===== src/rtl/maniobra_seq.sv =====
// Timed manoeuvre sequencer feeding the wheel-direction decoder: one pending slot, reversal dead-time.
// Optional macro OBSTACLE_STOP_EN adds an obstacle input that cuts forward runs short.
module maniobra_seq #(
    parameter int CLK_HZ  = 100000000,
    parameter int DEAD_MS = 20
) (
    input  logic        clk,
    input  logic        rst,
    input  logic        cmd_valid,
    output logic        cmd_ready,
    input  logic [2:0]  cmd_move,
    input  logic [15:0] cmd_ms,
    input  logic        abort,
`ifdef OBSTACLE_STOP_EN
    input  logic        obstacle,
`endif
    output logic [2:0]  move,
    output logic        busy,
    output logic        done,
    output logic        err,
    output logic [15:0] remaining_ms
);

    localparam int TICK_DIV = CLK_HZ / 1000;
    localparam int DEAD_CYC = DEAD_MS * TICK_DIV;
    localparam int CNT_MAX  = (DEAD_CYC > TICK_DIV) ? DEAD_CYC : TICK_DIV;
    localparam int CNT_W    = $clog2(CNT_MAX + 1);
    localparam logic [CNT_W-1:0] TICK_LAST = CNT_W'(TICK_DIV - 1);
    localparam logic [CNT_W-1:0] DEAD_LAST = CNT_W'(DEAD_CYC - 1);
    localparam logic [2:0] MOVE_FWD  = 3'b000;
    localparam logic [2:0] MOVE_STOP = 3'b011;

    typedef enum logic [1:0] {IDLE, DEAD, RUN} state_t;

    state_t           state;
    logic [CNT_W-1:0] presc;
    logic             pend_valid;
    logic [2:0]       pend_move;
    logic [15:0]      pend_ms;
    logic [2:0]       cur_move;
    logic [15:0]      cur_ms;
    logic [2:0]       prev_move;
    logic             prev_valid;

    logic accept, pend_bad, pend_runnable, pend_rev;
    logic ms_tick, run_final, obstacle_hit, start_cmd;

    // Handshake: a command transfers on a clk edge where cmd_valid && cmd_ready;
    // cmd_ready depends only on the pending slot and abort, never on cmd_valid.
    assign cmd_ready = !pend_valid && !abort;
    assign accept    = cmd_valid && cmd_ready;
    assign busy      = (state != IDLE) || pend_valid;

    assign pend_bad      = pend_move[2] && pend_move[1];
    assign pend_runnable = pend_valid && !pend_bad && (pend_ms != 16'd0);
    // Codes 100/101 are the only valid codes with bit 2 set, so bit 2 marks spin/reverse.
    assign pend_rev      = prev_valid && (pend_move != MOVE_STOP) && (pend_move != prev_move)
                           && (pend_move[2] || prev_move[2]);

    assign ms_tick   = (presc == TICK_LAST);
    assign run_final = (state == RUN) && ms_tick && (remaining_ms == 16'd1);

`ifdef OBSTACLE_STOP_EN
    assign obstacle_hit = (state == RUN) && (move == MOVE_FWD) && obstacle;
`else
    assign obstacle_hit = 1'b0;
`endif

    // Invalid or zero-length commands are left for IDLE so each one gets its own done pulse.
    assign start_cmd = pend_runnable && !obstacle_hit && ((state == IDLE) || run_final);

    always_ff @(posedge clk) begin
        if (rst) begin
            state        <= IDLE;
            move         <= MOVE_STOP;
            done         <= 1'b0;
            err          <= 1'b0;
            remaining_ms <= 16'd0;
            presc        <= '0;
            pend_valid   <= 1'b0;
            pend_move    <= MOVE_STOP;
            pend_ms      <= 16'd0;
            cur_move     <= MOVE_STOP;
            cur_ms       <= 16'd0;
            prev_move    <= MOVE_STOP;
            prev_valid   <= 1'b0;
        end else if (abort) begin
            state        <= IDLE;
            move         <= MOVE_STOP;
            done         <= 1'b0;
            remaining_ms <= 16'd0;
            presc        <= '0;
            pend_valid   <= 1'b0;
        end else begin
            done <= 1'b0;
            if (accept) begin
                pend_valid <= 1'b1;
                pend_move  <= cmd_move;
                pend_ms    <= cmd_ms;
                if (!(cmd_move[2] && cmd_move[1]))
                    err <= 1'b0;
            end
            case (state)
                IDLE: begin
                    if (pend_valid && !pend_runnable) begin
                        pend_valid <= 1'b0;
                        done       <= 1'b1;
                        if (pend_bad)
                            err <= 1'b1;
                    end
                end
                DEAD: begin
                    if (presc == DEAD_LAST) begin
                        state        <= RUN;
                        move         <= cur_move;
                        remaining_ms <= cur_ms;
                        presc        <= '0;
                    end else begin
                        presc <= presc + 1'b1;
                    end
                end
                RUN: begin
                    if (obstacle_hit) begin
                        state        <= IDLE;
                        move         <= MOVE_STOP;
                        done         <= 1'b1;
                        err          <= 1'b1;
                        remaining_ms <= 16'd0;
                        presc        <= '0;
                        pend_valid   <= 1'b0;
                    end else if (ms_tick) begin
                        presc <= '0;
                        if (remaining_ms != 16'd0)
                            remaining_ms <= remaining_ms - 16'd1;
                        if (run_final) begin
                            done  <= 1'b1;
                            state <= IDLE;
                            move  <= MOVE_STOP;
                        end
                    end else begin
                        presc <= presc + 1'b1;
                    end
                end
                default: state <= IDLE;
            endcase
            // Pop overrides the IDLE/end-of-run defaults so back-to-back moves have no stop gap.
            if (start_cmd) begin
                pend_valid <= 1'b0;
                cur_move   <= pend_move;
                cur_ms     <= pend_ms;
                presc      <= '0;
                if (pend_move != MOVE_STOP) begin
                    prev_move  <= pend_move;
                    prev_valid <= 1'b1;
                end
                if (pend_rev) begin
                    state        <= DEAD;
                    move         <= MOVE_STOP;
                    remaining_ms <= 16'd0;
                end else begin
                    state        <= RUN;
                    move         <= pend_move;
                    remaining_ms <= pend_ms;
                end
            end
        end
    end

endmodule


===== config.mk =====
export PLATFORM = sky130hd
export DESIGN_NAME = maniobra_seq
export DESIGN_NICKNAME = d
export VERILOG_FILES = /design/src/rtl/maniobra_seq.sv
export SDC_FILE = /design/constraint.sdc
export NUM_CORES = 1
export LEC_CHECK = 0
export ABC_AREA = 1
export CAP_MARGIN = 20
export CORE_AREA = 5 5 121 123
export CTS_CLUSTER_SIZE = 14
export DETAILED_ROUTE_END_ITERATION = 7
export DIE_AREA = 0 0 126 128
export DONT_BUFFER_PORTS = 1
export PLACE_DENSITY_LB_ADDON = 0.2
export RECOVER_POWER = 50
export REMOVE_ABC_BUFFERS = 1
export SLEW_MARGIN = 20
export SYNTH_ARGS = -nofsm -noshare
export SYNTH_HDL_FRONTEND = slang
export SYNTH_SLANG_ARGS = --single-unit

===== constraint.sdc =====
create_clock -name clk -period 2.1 [get_ports clk]
set_clock_uncertainty 0.2 [all_clocks]
set_input_delay 0.315 -clock clk [delete_from_list [all_inputs] [get_ports clk]]
set_output_delay 0.315 -clock clk [all_outputs]
set_load 0.005 [all_outputs]

**Word level (Yosys, flattened, before mapping)**

Index checks and enable logic that the tools add are counted.

- Bits in registers: 87
- Input bits: 23
- Output and inout bits: 23
- Logic and storage cells: 95

- $add $sub $neg: 2
- Eq/ne operators: 12
- Mux-type cells: 33
- Bitwise logic cells: 1
- Reductions and logical operators: 34

Operators by type and width:

| operator | count |
|---|---|
| $mux W16 | 5 |
| $mux W21 | 2 |
| $pmux W21 S2 | 1 |
| $pmux W16 S2 | 1 |
| $reduce_bool A16 Y1 | 2 |
| $add A21 B1 Y21 const B | 1 |
| $eq A21 B17 Y1 const B | 1 |
| $eq A21 B21 Y1 const B | 1 |
| $eq A16 B1 Y1 const B | 1 |
| $sub A16 B1 Y16 const B | 1 |
| $mux W3 | 5 |
| $logic_and A1 B1 Y1 | 13 |
| $reduce_and A4 Y1 | 3 |
| $mux W1 | 11 |
| $mux W2 | 5 |
| $ne A3 B3 Y1 const B | 3 |
| $ne A3 B2 Y1 const B | 2 |
| $pmux W2 S3 | 1 |
| $pmux W3 S2 | 1 |
| $logic_not A1 Y1 | 4 |
| $reduce_and A2 Y1 | 2 |
| $reduce_bool A2 Y1 | 2 |
| $logic_or A1 B1 Y1 | 3 |
| $ne A3 B3 Y1 | 1 |
| other kinds (10) | 10 |

**Logic depth before layout (Yosys ltp)**

- Depth after elaboration: 8
- Mapped depth: 16
- Gate-level depth less buffers: 15

**Least setup slack after synthesis**

Ideal clock, no wire load.

- Kind: register to register
- From: reg presc[0]
- To: reg cur_move[0]
- Library setup time: 135 ps
- Arrival time: 1724 ps
- Required time: 1765 ps
- Path slack: 41 ps
- Stages on the path, launching flop included: 14
- Path buffers: 1
- Period minus slack after synthesis: 2059 ps
- Cell sequence: dfxtp_1 -> ha_1 -> nand3_1 -> nor2_1 -> nand3_2 -> nor2_4 -> nand3_4 -> nand2_4 -> inv_4 -> nor2_8 -> inv_4 -> buf_6 -> nand2_1 -> o211ai_2

- Word-level cells in the longest chain between the ends: 6

Ends and longest elaborated chain:

| item | line | text |
|---|---|---|
| start: declaration | 36 | `logic [CNT_W-1:0] presc;` |
| start signal: assignment | 119 | `presc <= presc + 1'b1;` |
| start signal: assignment | 141 | `presc <= presc + 1'b1;` |
| $eq A21 B17 Y1 | 60 | `assign ms_tick = (presc == TICK_LAST);` |
| $logic_and A1 B1 Y1 (2 in a row) | 61 | `assign run_final = (state == RUN) && ms_tick && (remaining_ms == 16'd1);` |
| $logic_or A1 B1 Y1 | 70 | `assign start_cmd = pend_runnable && !obstacle_hit && ((state == IDLE) \|\| run_final);` |
| $logic_and A1 B1 Y1 | 70 |  |
| $reduce_and A2 Y1 (no line) | - |  |
| end signal: assignment | 149 | `cur_move <= pend_move;` |
| end: declaration | 40 | `logic [2:0] cur_move;` |

No other way between the ends.
A chain may end at the register's enable or synchronous reset.

**Final worst setup path**

- From: reg presc[0]
- To: reg cur_ms[0]

- Word-level cells in the longest chain between the ends: 6

Ends and longest elaborated chain:

| item | line | text |
|---|---|---|
| $eq A21 B17 Y1 | 60 |  |
| $logic_and A1 B1 Y1 (2 in a row) | 61 |  |
| $logic_or A1 B1 Y1 | 70 |  |
| $logic_and A1 B1 Y1 | 70 |  |
| $reduce_and A2 Y1 (no line) | - |  |
| end signal: assignment | 150 | `cur_ms <= pend_ms;` |
| end: declaration | 41 | `logic [15:0] cur_ms;` |

No other way between the ends.

==> flow_summary.ini <==
[run_status]
status = finished, violations left
violations = negative setup slack

[sta]
fin_crit_ps = 2176
slew_headroom_pct = 69.43
hold_slack_ps = 3.380
fmax_mhz = 459.6
rsz0062_at_grt = yes
fin_ws_ps = -75.70
slew_violations = 0
period_share_pct = 103.6
worst_slew_pin_slew_ps = 458.5
final_hold_viol_count = 0
setup_violations = 15

[global_route]
grt_pass1_vias = 4356
track_usage_pct = 16.21
antenna_found_initial = 0
grt_pass1_wl_mm = 21.31
grt_max_degree = 41
grt-ovfl-total = 0

[clocking]
clock-sinks = 87
htreeDepth = 3
root_buffer = clkbuf_16
clk_latency_ps = 350
clk_pin_slew_ps = 70
tritoncts = yes
cts_buffer_depth = 2
cts_made_buffers = 9

[route]
drt-vias-per-instance = 4.738
routedWlPerCell_um = 13.66
route.detailed.drc = 0
drt_wl_total_mm = 13.73
drtAntennaViolNets = 0
vias = 4762
first_pass_iters = 5
drt-initial-drc-count = 314

[placed_design]
portBuffers = 0
hpwl_mm = 9.362
gp_congestion = 0.8287
placed_area_mm2 = 0.005428

[finish]
nets = 851
synthToLayoutAreaGrowth_pct = 44.20
final_cell_mix = nand2_1 (137), nor2_1 (113), buf_4 (82), inv_1 (78), dfxtp_1 (77)
drive_above_1_share_pct = 28.00
design_area_mm2 = 0.006638
diodes = 0
post-route-util_pct = 48.96
final_common_cell = nand2_1

[synth]
synthFlopType = dfxtp_1
synth-seq-area-share_pct = 37.84
synth_top_area_share_pct = 37.84
synth.area.top_cells = dfxtp_1 (38%), nand2_1 (12%), nor2_1 (11%), inv_1 (6.6%), o21ai_0 (5.3%)
ys_async_sr_fraction_pct = 0
synth_warnings = 0
synth_seq_cells = 87
synth_edf_count = 0
netlist_area_mm2 = 0.004603
synth_top_area_cell = dfxtp_1
avgSynthCellArea_um2 = 6.691
netlist-cell-type-count = 38
syn-instance-count = 688

[min_path]
hp-class = input port to flip-flop

[die]
floorplan.die_area_mm2 = 0.01613
rows = 43
die_h_um = 128
core_mm2 = 0.01356
ioPinCount = 46
die_w_um = 126
start_util_pct = 33.95

[setup_path]
cp-start-kind = flip-flop
path_delay_family = simple AND/OR/NAND/NOR gates
path_cells = ha_4, nand3_4, nor2_4, nand3_4, nor2_4, nand3_4, nand2_8, inv_8, nor2_8, buf_12, buf_12, clkbuf_16, buf_4, a21oi_2
slowest_stage = dfxtp_2
cp.required_ps = 2140
crit_top_cell = nand3_4
crit_path_max_fanout = 5
critical-path-max-stage-delay_ps = 350
critPathArrivalTime_ps = 2210
crit_path_end_kind = flip-flop
setup.worst_path.class = flip-flop to flip-flop
cp_num_buf_inv = 5

[pwr]
seqPwrFrac_pct = 42.0
totalPowerFinal_mw = 4.112
clockPowerShare_pct = 42.7
power.internal_mw = 3.016
p_sw_share_pct = 26.64
power.switching_mw = 1.095
p_leak_nw = 2.832
p_per_area_mw_per_mm2 = 619.4
peakVddDrop_v = 0.0004257
p_comb_share_pct = 15.3

[job]
cap_viol_max_count = 0
==> cell type report <==
cell class | instances | area [um^2]
Timing Repair Buffer | 136 | 1167
Multi-Input combinational cell | 498 | 2783
Sequential cell | 87 | 1754
Fill cell | 1325 | 6920
Clock buffer | 9 | 225.2
Tap cell | 180 | 225.2
Inverter | 86 | 356.6
Clock inverter | 7 | 103.9
Timing Repair inverter | 2 | 22.52
==> layer usage <==
metal / part of all wire, % / wire, um / vias up / track usage (%)
met2: 48 / 6591 / 104 / 26.32
li1: - / - / 2454 / -
met1: 46 / 6323 / 2190 / 21.97
met5: 0 / 0 / - / 0
met4: 0.99 / 136 / 0 / 3.975
met3: 5.0 / 680 / 14 / 3.667
==> cells by family (layout without fill, tap and decap cells) <==
group,Yosys count,after routing,share of synthesized area [%]
AOI/OAI and AO/OA,95,95,11.52
xor gates and xnor gates,23,23,4.376
adders and majority gates,8,8,2.175
buffers and inverters,106,240,9.704
DFF,87,87,37.84
and+or+nand+nor,369,372,34.38
==> flip-flops by register name (all words and copies together), names as in the netlist <==
signal        count
presc            21
cur_ms           16
pend_ms          16
remaining_ms     16
cur_move          3
move              3
pend_move         3
prev_move         3
state             2
done              1
err               1
pend_valid        1
prev_valid        1
==> worst paths after layout <==
path | cells past startpoint | endpoint | startpoint | slack, ps
max | 14 | cur_ms[0]$_SDFFE_PP0P_ | presc[0]$_SDFFE_PP0P_ | -80
min | 2 | pend_ms[8]$_SDFFE_PP0P_ | cmd_ms[8] | 3
max reg2reg | 14 | cur_ms[0]$_SDFFE_PP0P_ | presc[0]$_SDFFE_PP0P_ | -80
min reg2reg | 2 | cur_ms[8]$_SDFFE_PP0P_ | cur_ms[8]$_SDFFE_PP0P_ | 260
==> metrics by stage <==
step                setup TNS (ps)  setup slack (ps)  std cells
finish                      -350.7            -75.70       1005
global route                 -4578            -156.8       1005
CTS                              0             8.727        992
detailed placement          -827.5            -83.77        942
global placement            -227.3            -33.49        942
floorplan                    -4841            -299.2        668
==> repair_timing <==
action / in CTS / in global routing
pin swaps: 14 / 39
resized for setup: 33 / 105
setup endpoints to repair: 47 / 65
hold endpoints to repair: 22 / 0
cloned: 4 / 4
hold buffers: 19 / 0
buffers inserted: 11 / 12
==> synth_stat cells (all sizes together), types with 8 or more instances <==
library cell / number
dfxtp: 87
ha: 8
a21oi: 32
nand4: 10
xor2: 18
nand3: 45
clkbuf: 11
nand2: 155
nor3: 11
inv: 85
buf: 9
o21ai: 55
nor2: 141
==> power by group through the flow <==
stage | logic [mW] | clock network [mW] | registers, mW
finish | 0.629 | 1.76 | 1.73
global placement | 0.500 | 0 | 1.76
CTS | 0.566 | 1.80 | 1.72
global route | 0.699 | 1.87 | 1.73
detailed placement | 0.501 | 0 | 1.76
floorplan | 0.298 | 0 | 1.77
Note: power is estimated with default switching activity, not from simulation.
